$ cat src/rtl/fifo_ring.sv
// ============================================================================
// Module   : fifo_ring
// Brief    : Single-clock FWFT ring FIFO, any DEPTH, NORMAL/CIRCULAR/OVERWRITE.
// Revision : 1.0 - initial release
// ============================================================================
`default_nettype none

module fifo_ring #(
    parameter int WIDTH    = 32,
    parameter int DEPTH    = 5,
    parameter int AE_LEVEL = 1,
    parameter int AF_LEVEL = 1
) (
    input  logic                       clk,
    input  logic                       reset,
    input  logic [1:0]                 mode,
    input  logic                       flush,
    input  logic                       err_clear,
    input  logic [WIDTH-1:0]           datain,
    input  logic                       write,
    input  logic                       read,
    output logic [WIDTH-1:0]           dataout,
    output logic                       valid,
    output logic                       empty,
    output logic                       full,
    output logic                       almost_empty,
    output logic                       almost_full,
    output logic [$clog2(DEPTH+1)-1:0] fill_level,
    output logic                       dropped,
    output logic                       overflow,
    output logic                       underflow
);

    localparam int                c_FW       = $clog2(DEPTH + 1);
    localparam int                c_PW       = $clog2(DEPTH);
    localparam logic [c_PW-1:0]   c_LAST     = c_PW'(DEPTH - 1);
    localparam logic [c_FW-1:0]   c_DEPTH    = c_FW'(DEPTH);
    localparam logic [c_FW-1:0]   c_AE_THR   = c_FW'(AE_LEVEL);
    localparam logic [c_FW-1:0]   c_AF_THR   = c_FW'(DEPTH - AF_LEVEL);
    localparam logic [1:0]        c_MODE_CIRC = 2'd1;
    localparam logic [1:0]        c_MODE_OVW  = 2'd2;

    logic [WIDTH-1:0] r_mem [DEPTH];
    logic [c_PW-1:0]  r_wr_ptr;
    logic [c_PW-1:0]  r_beg_ptr;
    logic [c_PW-1:0]  r_cur_ptr;
    logic [c_FW-1:0]  r_fill;
    logic [WIDTH-1:0] r_dataout;
    logic             r_valid;
    logic             r_empty;
    logic             r_full;
    logic             r_almost_empty;
    logic             r_almost_full;
    logic             r_dropped;
    logic             r_overflow;
    logic             r_underflow;

    logic             w_circ;
    logic             w_ovw;
    logic             w_is_full;
    logic             w_rd_ok;
    logic             w_wr_ok;
    logic             w_drop;
    logic             w_ovf_set;
    logic             w_udf_set;
    logic [c_PW-1:0]  w_wr_next;
    logic [c_PW-1:0]  w_beg_next;
    logic [c_PW-1:0]  w_cur_next;
    logic [c_PW-1:0]  w_cur_inc;
    logic [c_FW-1:0]  w_fill_next;
    logic [WIDTH-1:0] w_dout_next;

    // Wrap by explicit compare so non power-of-two depths stay in range.
    function automatic logic [c_PW-1:0] f_inc(input logic [c_PW-1:0] p);
        return (p == c_LAST) ? '0 : p + c_PW'(1);
    endfunction

    always_comb begin
        w_circ      = (mode == c_MODE_CIRC);
        w_ovw       = (mode == c_MODE_OVW);
        w_is_full   = (r_fill == c_DEPTH);
        w_rd_ok     = read && (r_fill != '0) && !flush;
        w_drop      = 1'b0;
        w_wr_ok     = 1'b0;
        w_ovf_set   = 1'b0;
        w_udf_set   = 1'b0;
        w_wr_next   = r_wr_ptr;
        w_beg_next  = r_beg_ptr;
        w_cur_next  = r_cur_ptr;
        w_cur_inc   = f_inc(r_cur_ptr);
        w_fill_next = r_fill;
        w_dout_next = '0;

        if (flush) begin
            w_wr_next   = '0;
            w_beg_next  = '0;
            w_cur_next  = '0;
            w_fill_next = '0;
        end else begin
            w_udf_set = read && (r_fill == '0);
            if (w_circ) begin
                w_wr_ok = write && !w_is_full;
                if (w_rd_ok)
                    w_cur_next = (w_cur_inc == r_wr_ptr) ? r_beg_ptr : w_cur_inc;
                if (w_wr_ok)
                    w_fill_next = r_fill + c_FW'(1);
            end else begin
                w_wr_ok = write && (!w_is_full || w_rd_ok || w_ovw);
                w_drop  = w_ovw && write && w_is_full && !w_rd_ok;
                if (w_rd_ok || w_drop)
                    w_beg_next = f_inc(r_beg_ptr);
                // Outside CIRCULAR the read cursor always tracks the oldest word.
                w_cur_next = w_beg_next;
                if (w_wr_ok && !w_rd_ok && !w_drop)
                    w_fill_next = r_fill + c_FW'(1);
                else if (!w_wr_ok && w_rd_ok)
                    w_fill_next = r_fill - c_FW'(1);
            end
            w_ovf_set = write && !w_wr_ok && !w_ovw;
            if (w_wr_ok)
                w_wr_next = f_inc(r_wr_ptr);
        end

        // Head slot being written this cycle is forwarded straight from datain.
        if (w_fill_next != '0) begin
            if (w_wr_ok && (r_wr_ptr == w_cur_next))
                w_dout_next = datain;
            else
                w_dout_next = r_mem[w_cur_next];
        end
    end

    always_ff @(posedge clk) begin
        if (w_wr_ok && !reset)
            r_mem[r_wr_ptr] <= datain;
    end

    always_ff @(posedge clk) begin
        if (reset) begin
            r_wr_ptr       <= '0;
            r_beg_ptr      <= '0;
            r_cur_ptr      <= '0;
            r_fill         <= '0;
            r_dataout      <= '0;
            r_valid        <= 1'b0;
            r_empty        <= 1'b1;
            r_full         <= 1'b0;
            r_almost_empty <= 1'b1;
            r_almost_full  <= (c_AF_THR == '0);
            r_dropped      <= 1'b0;
            r_overflow     <= 1'b0;
            r_underflow    <= 1'b0;
        end else begin
            r_wr_ptr       <= w_wr_next;
            r_beg_ptr      <= w_beg_next;
            r_cur_ptr      <= w_cur_next;
            r_fill         <= w_fill_next;
            r_dataout      <= w_dout_next;
            r_valid        <= (w_fill_next != '0);
            r_empty        <= (w_fill_next == '0);
            r_full         <= (w_fill_next == c_DEPTH);
            r_almost_empty <= (w_fill_next <= c_AE_THR);
            r_almost_full  <= (w_fill_next >= c_AF_THR);
            r_dropped      <= w_drop;
            r_overflow     <= w_ovf_set ? 1'b1 : (err_clear ? 1'b0 : r_overflow);
            r_underflow    <= w_udf_set ? 1'b1 : (err_clear ? 1'b0 : r_underflow);
        end
    end

    assign dataout      = r_dataout;
    assign valid        = r_valid;
    assign empty        = r_empty;
    assign full         = r_full;
    assign almost_empty = r_almost_empty;
    assign almost_full  = r_almost_full;
    assign fill_level   = r_fill;
    assign dropped      = r_dropped;
    assign overflow     = r_overflow;
    assign underflow    = r_underflow;

endmodule

`default_nettype wire
$ cat config.mk
export PLATFORM = sky130hd
export DESIGN_NAME = fifo_ring
export DESIGN_NICKNAME = d
export VERILOG_FILES = /design/src/rtl/fifo_ring.sv
export SDC_FILE = /design/constraint.sdc
export NUM_CORES = 1
export LEC_CHECK = 0
export ABC_CLOCK_PERIOD_IN_PS = 6600
export BUFFER_PORTS_ARGS = -buffer_cell sky130_fd_sc_hd__clkbuf_2
export CAP_MARGIN = 20
export CORE_MARGIN = 4
export CORE_UTILIZATION = 59
export CTS_CLUSTER_SIZE = 8
export DETAILED_ROUTE_END_ITERATION = 8
export PLACE_DENSITY = 0.79
export SLEW_MARGIN = 20
export SYNTH_ARGS = -nofsm -noshare
export SYNTH_HDL_FRONTEND = slang
export SYNTH_SLANG_ARGS = --single-unit
$ cat constraint.sdc
create_clock -name clk -period 6.6 [get_ports clk]
set_input_delay 1.32 -clock clk [delete_from_list [all_inputs] [get_ports clk]]
set_output_delay 1.32 -clock clk [all_outputs]
set_load 0.01 [all_outputs]
==> flow_metrics.env, run 1 <==
export IMPL_synth_fa_ha_area_share_pct=1.39
export IMPL_worstPathCellList="inv_1, ha_1, xnor2_1, and3_4, o32ai_2, o221a_2, nor2_4, xnor2_2, nand3_2, o21ai_4, buf_4, o2bb2ai_2"
export IMPL_die_w_um=131
export IMPL_worst_ep_required_time_ns=7.02
export IMPL_drt_pass1_iter_count=5
export IMPL_min_to="overflow"
export IMPL_worst_slew_pin_slew_ns=1.06
export IMPL_cpMaxStageDelayCell="o21ai_4"
export IMPL_run_status="finished, final reports clean"
export IMPL_ctsHoldBuffers=0
export IMPL_number_of_unique_standard_cell_types_used_by_synthesis=66
export IMPL_setup_violations=0
export IMPL_drt_initial_drc_count=522
export IMPL_finalClockSkew_ns=0.0148
export IMPL_grt_pass1_vias=5730
export IMPL_max_freq_mhz=233
export IMPL_effective_utilization_at_floorplan_pct=61.1
export IMPL_critPathLaunchType="register"
export IMPL_synth_sequential_area_ratio_pct=64.8
export IMPL_cp_arrival_ns=4.72
export IMPL_grt_setup_unrepaired="false"
export IMPL_num_nets_final=772
export IMPL_hpwl_mm=11.3
export IMPL_cts_tree="built"
export IMPL_fp_dieArea_um2=17300
export IMPL_synth_mux_area_share_pct=0.446
export IMPL_synth_async_sr_flop_share_pct=0
export IMPL_timing_critical_path_buf_inv=2
export IMPL_first_pass_grt_wire_length_mm=30.9
export IMPL_syn_mean_instance_area_um2=14.2
export IMPL_worst_path_largest_cell_delay_ns=0.87
export IMPL_netlist_area_leader_share_pct=53.5
export IMPL_synth_compound_area_share_pct=18.8
export IMPL_routed_wirelength_mm=19.2
export IMPL_synth_top_family_by_area="compound AO/OA/AOI/OAI gates"
export IMPL_globalRoute_totalOverflow=0
export IMPL_insertion_delay_ns=0.54
export IMPL_netlist_top_cells_count="160 x edfxtp_1, 74 x inv_1, 51 x dfxtp_1"
export IMPL_gpl_final_weighted_congestion=0.926
export IMPL_cells_after_synth=634
export IMPL_number_of_nets_with_antenna_violations_after_routing=0
export IMPL_synthesis_area_um2=8980
export IMPL_detail_route_vias_per_cell=6.03
export IMPL_post_cts_repair_setup_buffers=0
export IMPL_timing_critical_path_max_delay_family="compound AO/OA/AOI/OAI gates"
export IMPL_critPathKind="register to register"
export IMPL_yosys_area_share_xor_xnor_pct=0.752
export IMPL_crit_cells=12
export IMPL_setup_worst_path_start="r_cur_ptr[0]"
export IMPL_worstReg2RegStart="r_cur_ptr[0]"
export IMPL_cts_root_buf="clkbuf_16"
export IMPL_crit_reg_reg_endpoint="dataout[0]"
export IMPL_clock_sink_count=211
export IMPL_worst_setup_path_end_kind="register"
export IMPL_flow_area_growth_from_synthesis_pct=15.4
export IMPL_clock_tree_htree_level_count=1
export IMPL_post_route_period_util_pct=65.1
export IMPL_vias=5618
export IMPL_ys_ff_latch=211
export IMPL_timing_final_hold_violations=0
export IMPL_io_pins=83
export IMPL_globalRouteTotalUtil_pct=22.0
export IMPL_synth_simple_gate_area_share_pct=7.66
export IMPL_yosysTopAreaCell="edfxtp_1"
export IMPL_synth_most_common_cell="edfxtp_1"
export IMPL_worstHoldPathCells=2
export IMPL_clk_pin_slew_worst_paths_ns=0.05
export IMPL_number_of_antenna_violations_at_the_first_check_in_global_routing=1
export IMPL_placementRows=44
export IMPL_max_slew_margin_rel_pct=28.9
export IMPL_period_minus_slack_ns=4.30
export IMPL_dominantRegCellSynth="edfxtp_1"
export IMPL_pwr_density_cell_nw_per_um2=290
export IMPL_power_static_leakage_nw=3.83
export IMPL_fin_setup_tns_ns=0
export IMPL_number_of_pins_with_negative_max_slew_slack_in_the_final_report=0
export IMPL_max_vdd_ir_drop_mv=0.299
export IMPL_fill_cells=977
export IMPL_core_area_um2=14700
export IMPL_cts_buffers=30
export IMPL_netlist_top_cells_area="edfxtp_1 53%, dfxtp_1 11%, o2bb2ai_2 5.0%"
export IMPL_hold_path_startpoint="overflow"
export IMPL_finish_utilization_pct=70.5
export IMPL_max_cap_violations=0
export IMPL_yosys_warnings=0
export IMPL_r2r_setup_slk_ns=2.30
export IMPL_buffer_ports_inserted=82
export IMPL_cts_repair_resize_count=0
export IMPL_syn_nets=684
export IMPL_floorplan_die_height_um=131
export IMPL_worstRegToRegCells=12
export IMPL_crit_fanout=35
export IMPL_worst_case_clock_buffer_depth=3
export IMPL_number_of_synthesized_flops_with_an_enable_pin=160
export IMPL_hold_path_class="register to register"
export IMPL_post_route_cells_drive_above_1_share_pct=30.0
export IMPL_drt_drc_violations_left=0
export IMPL_maximum_number_of_pins_on_one_net_before_global_route_repair=36
export IMPL_route_detailed_wl_per_inst_um=20.6
## logic make-up (layout without fill, tap and decap cells)
kind of cell | after synthesis | count (layout)
flip-flops | 211 | 211
AO/OA/AOI/OAI | 169 | 169
AND/OR/NAND/NOR | 119 | 119
buffers and inverters | 115 | 227
adder cells (fa/ha/maj) | 10 | 10
XOR/XNOR | 6 | 6
multiplexers | 4 | 4
other | 0 | 1
## worst min-delay path, delay by kind of cell, from the launching register on
family	cells	cell delay, ns
AO/OA/AOI/OAI	1	0.05
flip-flops	1	0.30
AND/OR/NAND/NOR	1	0.07
## layer usage
metal,global-route usage (%),part of all wire [%],up-vias
met2,38.1,50,196
met4,6.24,2.3,0
met3,4.09,6.3,38
li1,-,-,2599
met5,0,0,-
met1,28.5,41,2785
## sequential cells by signal, summed over array words and instances (netlist names)
register      count
fill_level        3
underflow         1
r_cur_ptr         3
empty             1
full              1
dropped           1
r_mem           160
dataout          32
overflow          1
r_wr_ptr          3
valid             1
r_beg_ptr         3
almost_empty      1
## final cells by class
class                           instances  area (um^2)  area share (%)
Inverter                               76          285            2.75
Tap cell                              184          230            2.22
Clock inverter                          2         22.5           0.217
Timing Repair Buffer                   95          520            5.02
Multi-Input combinational cell        308         2640            25.5
Antenna cell                            1         2.50          0.0241
Clock buffer                           54          841            8.11
Sequential cell                       211         5830            56.2
## power by group
part	internal (mW)	total, mW	leakage, nW	switching, mW
combinational	0.0631	0.161	1.56	0.0981
clock	0.849	1.38	0.409	0.534
sequential	1.45	1.46	1.86	0.00956
total	2.36	3.00	3.83	0.641
## metrics by stage
stage | instance area, um^2 | power (mW) | std cells | setup WS, ns | hold WS, ns
final | 10400 | 3.00 | 931 | 2.30 | 0.474
after global placement | 9480 | 1.64 | 873 | 2.00 | 0.456
after CTS | 10300 | 3.02 | 929 | 2.29 | 0.475
after global routing | 10400 | 3.11 | 931 | 2.10 | 0.506
after floorplan | 8980 | 1.58 | 634 | 1.56 | 0.483
after detailed placement | 9480 | 1.64 | 873 | 1.82 | 0.468
## layout by cell type (no fill, tap or decap), types with 3 or more instances in the layout
cell / Yosys / layout
edfxtp_1: 160 / 160
clkbuf_2: 0 / 82
inv_1: 74 / 74
dfxtp_1: 51 / 51
nor3_1: 36 / 34
o2bb2ai_1: 34 / 34
o211ai_1: 32 / 32
o221a_2: 30 / 31
o2bb2ai_2: 30 / 30
clkbuf_16: 0 / 30
clkbuf_1: 10 / 24
nor2_1: 23 / 21
nand2_1: 15 / 15
a21oi_1: 13 / 13
buf_4: 5 / 12
ha_1: 10 / 10
nor2b_1: 7 / 7
nand2b_1: 5 / 5
o21ai_1: 4 / 4
xnor2_1: 4 / 4
mux2i_1: 4 / 4
or2_1: 3 / 3
nor2_4: 1 / 3
nor3_2: 1 / 3
nand3_1: 3 / 3
o221a_1: 4 / 3
o21ai_0: 3 / 3
## worst max-delay path by stage
stage          slack [ns]           to
2_1_floorplan        1.56  r_mem[2][0]
3_3_place_gp         2.00   dataout[4]
3_5_place_dp         1.82   dataout[0]
4_1_cts              2.29   dataout[0]
5_1_grt              2.10  dataout[30]
6_report             2.30   dataout[0]
No activity file was read; power rests on OpenSTA's default activity.
==> run 2: changes to the inputs <==
- ABC_CLOCK_PERIOD_IN_PS: 6600 -> 4180
- clock period: 6.6 -> 4.18 ns (I/O delays scaled with it)
==> run 2 against run 1 <==
  * Die area is the same
  * Count of clock-buffer cells in the layout down 1
  * Total power up 59%
  * Sequential cell count unchanged
  * Wire length is 2.5% lower
==> flow_metrics.env, run 2 (synthesis results as in run 1) <==
export IMPL_run_status="finished, final reports clean"
export IMPL_grt_pass1_vias=5824
export IMPL_cp_arrival_ns=3.97
export IMPL_worst_path_largest_cell_delay_ns=0.54
export IMPL_r2r_setup_slk_ns=0.68
export IMPL_drt_initial_drc_count=492
export IMPL_post_cts_repair_setup_buffers=0
export IMPL_layout_cell_area_non_filler_um2=10400
export IMPL_routed_wirelength_mm=18.7
export IMPL_placementRows=44
export IMPL_num_nets_final=775
export IMPL_maximum_number_of_pins_on_one_net_before_global_route_repair=41
export IMPL_max_freq_mhz=285
export IMPL_worstPathCellList="inv_1, ha_1, xnor2_1, and3_4, o32ai_2, o221ai_2, a31oi_4, nand2b_1, buf_4, o211ai_1, o221a_2, o2bb2ai_2"
export IMPL_detail_route_vias_per_cell=6.05
export IMPL_netSwitchingFraction_pct=20.8
export IMPL_crit_fanout=32
export IMPL_cts_tree="built"
export IMPL_drt_drc_violations_left=0
export IMPL_core_area_um2=14700
export IMPL_die_w_um=131
export IMPL_mostFrequentLayoutCells="160 x edfxtp_1, 82 x clkbuf_2, 74 x inv_1"
export IMPL_cts_repair_resize_count=0
export IMPL_clock_tree_htree_level_count=1
export IMPL_post_route_cells_drive_above_1_share_pct=30.3
export IMPL_worst_case_clock_buffer_depth=3
export IMPL_antennaDiodeCount=0
export IMPL_buffer_ports_inserted=82
export IMPL_number_of_antenna_violations_at_the_first_check_in_global_routing=0
export IMPL_globalRouteTotalUtil_pct=21.5
export IMPL_clkPwrFrac_pct=46.5
export IMPL_worstRegToRegCells=12
export IMPL_clock_sink_count=211
export IMPL_top_register="r_mem"
export IMPL_worstReg2RegStart="r_cur_ptr[0]"
export IMPL_effective_utilization_at_floorplan_pct=61.1
export IMPL_net_switching_power_mw=0.997
export IMPL_first_pass_grt_wire_length_mm=30.3
export IMPL_power_static_leakage_nw=3.86
export IMPL_pwr_density_cell_nw_per_um2=459
export IMPL_number_of_pins_with_negative_max_slew_slack_in_the_final_report=0
export IMPL_gpl_final_weighted_congestion=0.903
export IMPL_period_minus_slack_ns=3.50
export IMPL_fp_dieArea_um2=17300
export IMPL_p_total_mw=4.79
export IMPL_cell_internal_pwr_mw=3.79
export IMPL_finalClockSkew_ns=0.0125
export IMPL_io_pins=83
export IMPL_cpMaxStageDelayCell="a31oi_4"
export IMPL_floorplan_die_height_um=131
export IMPL_comb_power_share_pct=5.3
export IMPL_worst_slew_pin_slew_ns=0.878
export IMPL_worstHoldPathCells=2
export IMPL_route_detailed_wl_per_inst_um=20.1
export IMPL_setup_worst_path_start="r_cur_ptr[0]"
export IMPL_dp_slack_ns=0.617
export IMPL_globalRoute_totalOverflow=0
export IMPL_critPathLaunchType="register"
export IMPL_flow_area_growth_from_synthesis_pct=16.1
export IMPL_timing_final_hold_violations=0
export IMPL_drt_pass1_iter_count=5
export IMPL_vias=5641
export IMPL_finalWorstSetupSlack_ns=0.676
export IMPL_worst_setup_path_end_kind="register"
export IMPL_max_slew_margin_rel_pct=41.5
export IMPL_number_of_nets_with_antenna_violations_after_routing=0
export IMPL_max_reg_flops=160
export IMPL_insertion_delay_ns=0.53
export IMPL_ctsHoldBuffers=0
export IMPL_hold_path_class="register to register"
export IMPL_max_vdd_ir_drop_mv=0.420
export IMPL_clk_pin_slew_worst_paths_ns=0.05
export IMPL_worst_ep_required_time_ns=4.64
export IMPL_grt_setup_unrepaired="false"
export IMPL_critPathKind="register to register"
export IMPL_cts_buffers=30
export IMPL_post_route_period_util_pct=83.8
export IMPL_dpl_instance_area_um2=9550
export IMPL_cts_root_buf="clkbuf_16"
export IMPL_layout_commonest_cell="edfxtp_1"
export IMPL_hpwl_mm=11.3
export IMPL_setup_worst_path_end="dataout[20]"
export IMPL_max_cap_violations=0
export IMPL_crit_reg_reg_endpoint="dataout[20]"
export IMPL_setup_violations=0
export IMPL_seqPwrFrac_pct=48.2
-- run 2: per-stage QoR --
stage | hold slack (ns) | util, % | cells | setup TNS, ns
2_1_floorplan | 0.483 | - | 634 | -23.90
5_1_grt | 0.506 | 71.0 | 932 | 0
3_3_place_gp | 0.457 | 65.0 | 877 | 0
6_report | 0.463 | 71.0 | 932 | 0
3_5_place_dp | 0.457 | 65.0 | 877 | 0
4_1_cts | 0.464 | 71.0 | 932 | 0
-- run 2: critical path, delay by kind of cell, from the launching register on --
family          cells  cell delay (ns)
compound gates      6             1.62
xor+xnor            1             0.17
fa+ha+maj           1             0.36
buf+inv             2             0.46
flops               1             0.43
simple gates        2             0.38
-- run 2: worst min path at each step --
| stage | startpoint | endpoint | slack (ns) |
|---|---|---|---|
| after CTS | overflow | overflow | 0.46 |
| final | overflow | overflow | 0.46 |
| after detailed placement | overflow | overflow | 0.46 |
| after floorplan | overflow | overflow | 0.48 |
| after global routing | overflow | overflow | 0.51 |
| after global placement | overflow | overflow | 0.46 |
-- run 2: power groups by stage --
stage / combinational [mW] / clock [mW] / sequential [mW]
finish: 0.253 / 2.23 / 2.31
global route: 0.276 / 2.36 / 2.31
CTS: 0.255 / 2.26 / 2.31
detailed placement: 0.254 / 0 / 2.35
global placement: 0.247 / 0 / 2.34
floorplan: 0.149 / 0 / 2.35
-- run 2: layout make-up --
type / instances / area, um^2
fill: 958 / 4270
clock buffer: 53 / 837
tap: 184 / 230
sequential: 211 / 5830
timing repair buffer: 98 / 568
clock inverter: 2 / 46.3
multi-input combinational: 308 / 2640
inverter: 76 / 285
-- run 2: routing by layer --
metal / share of wire (%) / wire (um) / vias up / GRT usage [%]
met5: 0 / 0 / - / 0
met4: 2.5 / 467 / 0 / 7.23
met3: 6.5 / 1210 / 47 / 3.75
met2: 49 / 9180 / 236 / 36.0
met1: 42 / 7850 / 2746 / 28.6
li1: - / - / 2612 / -
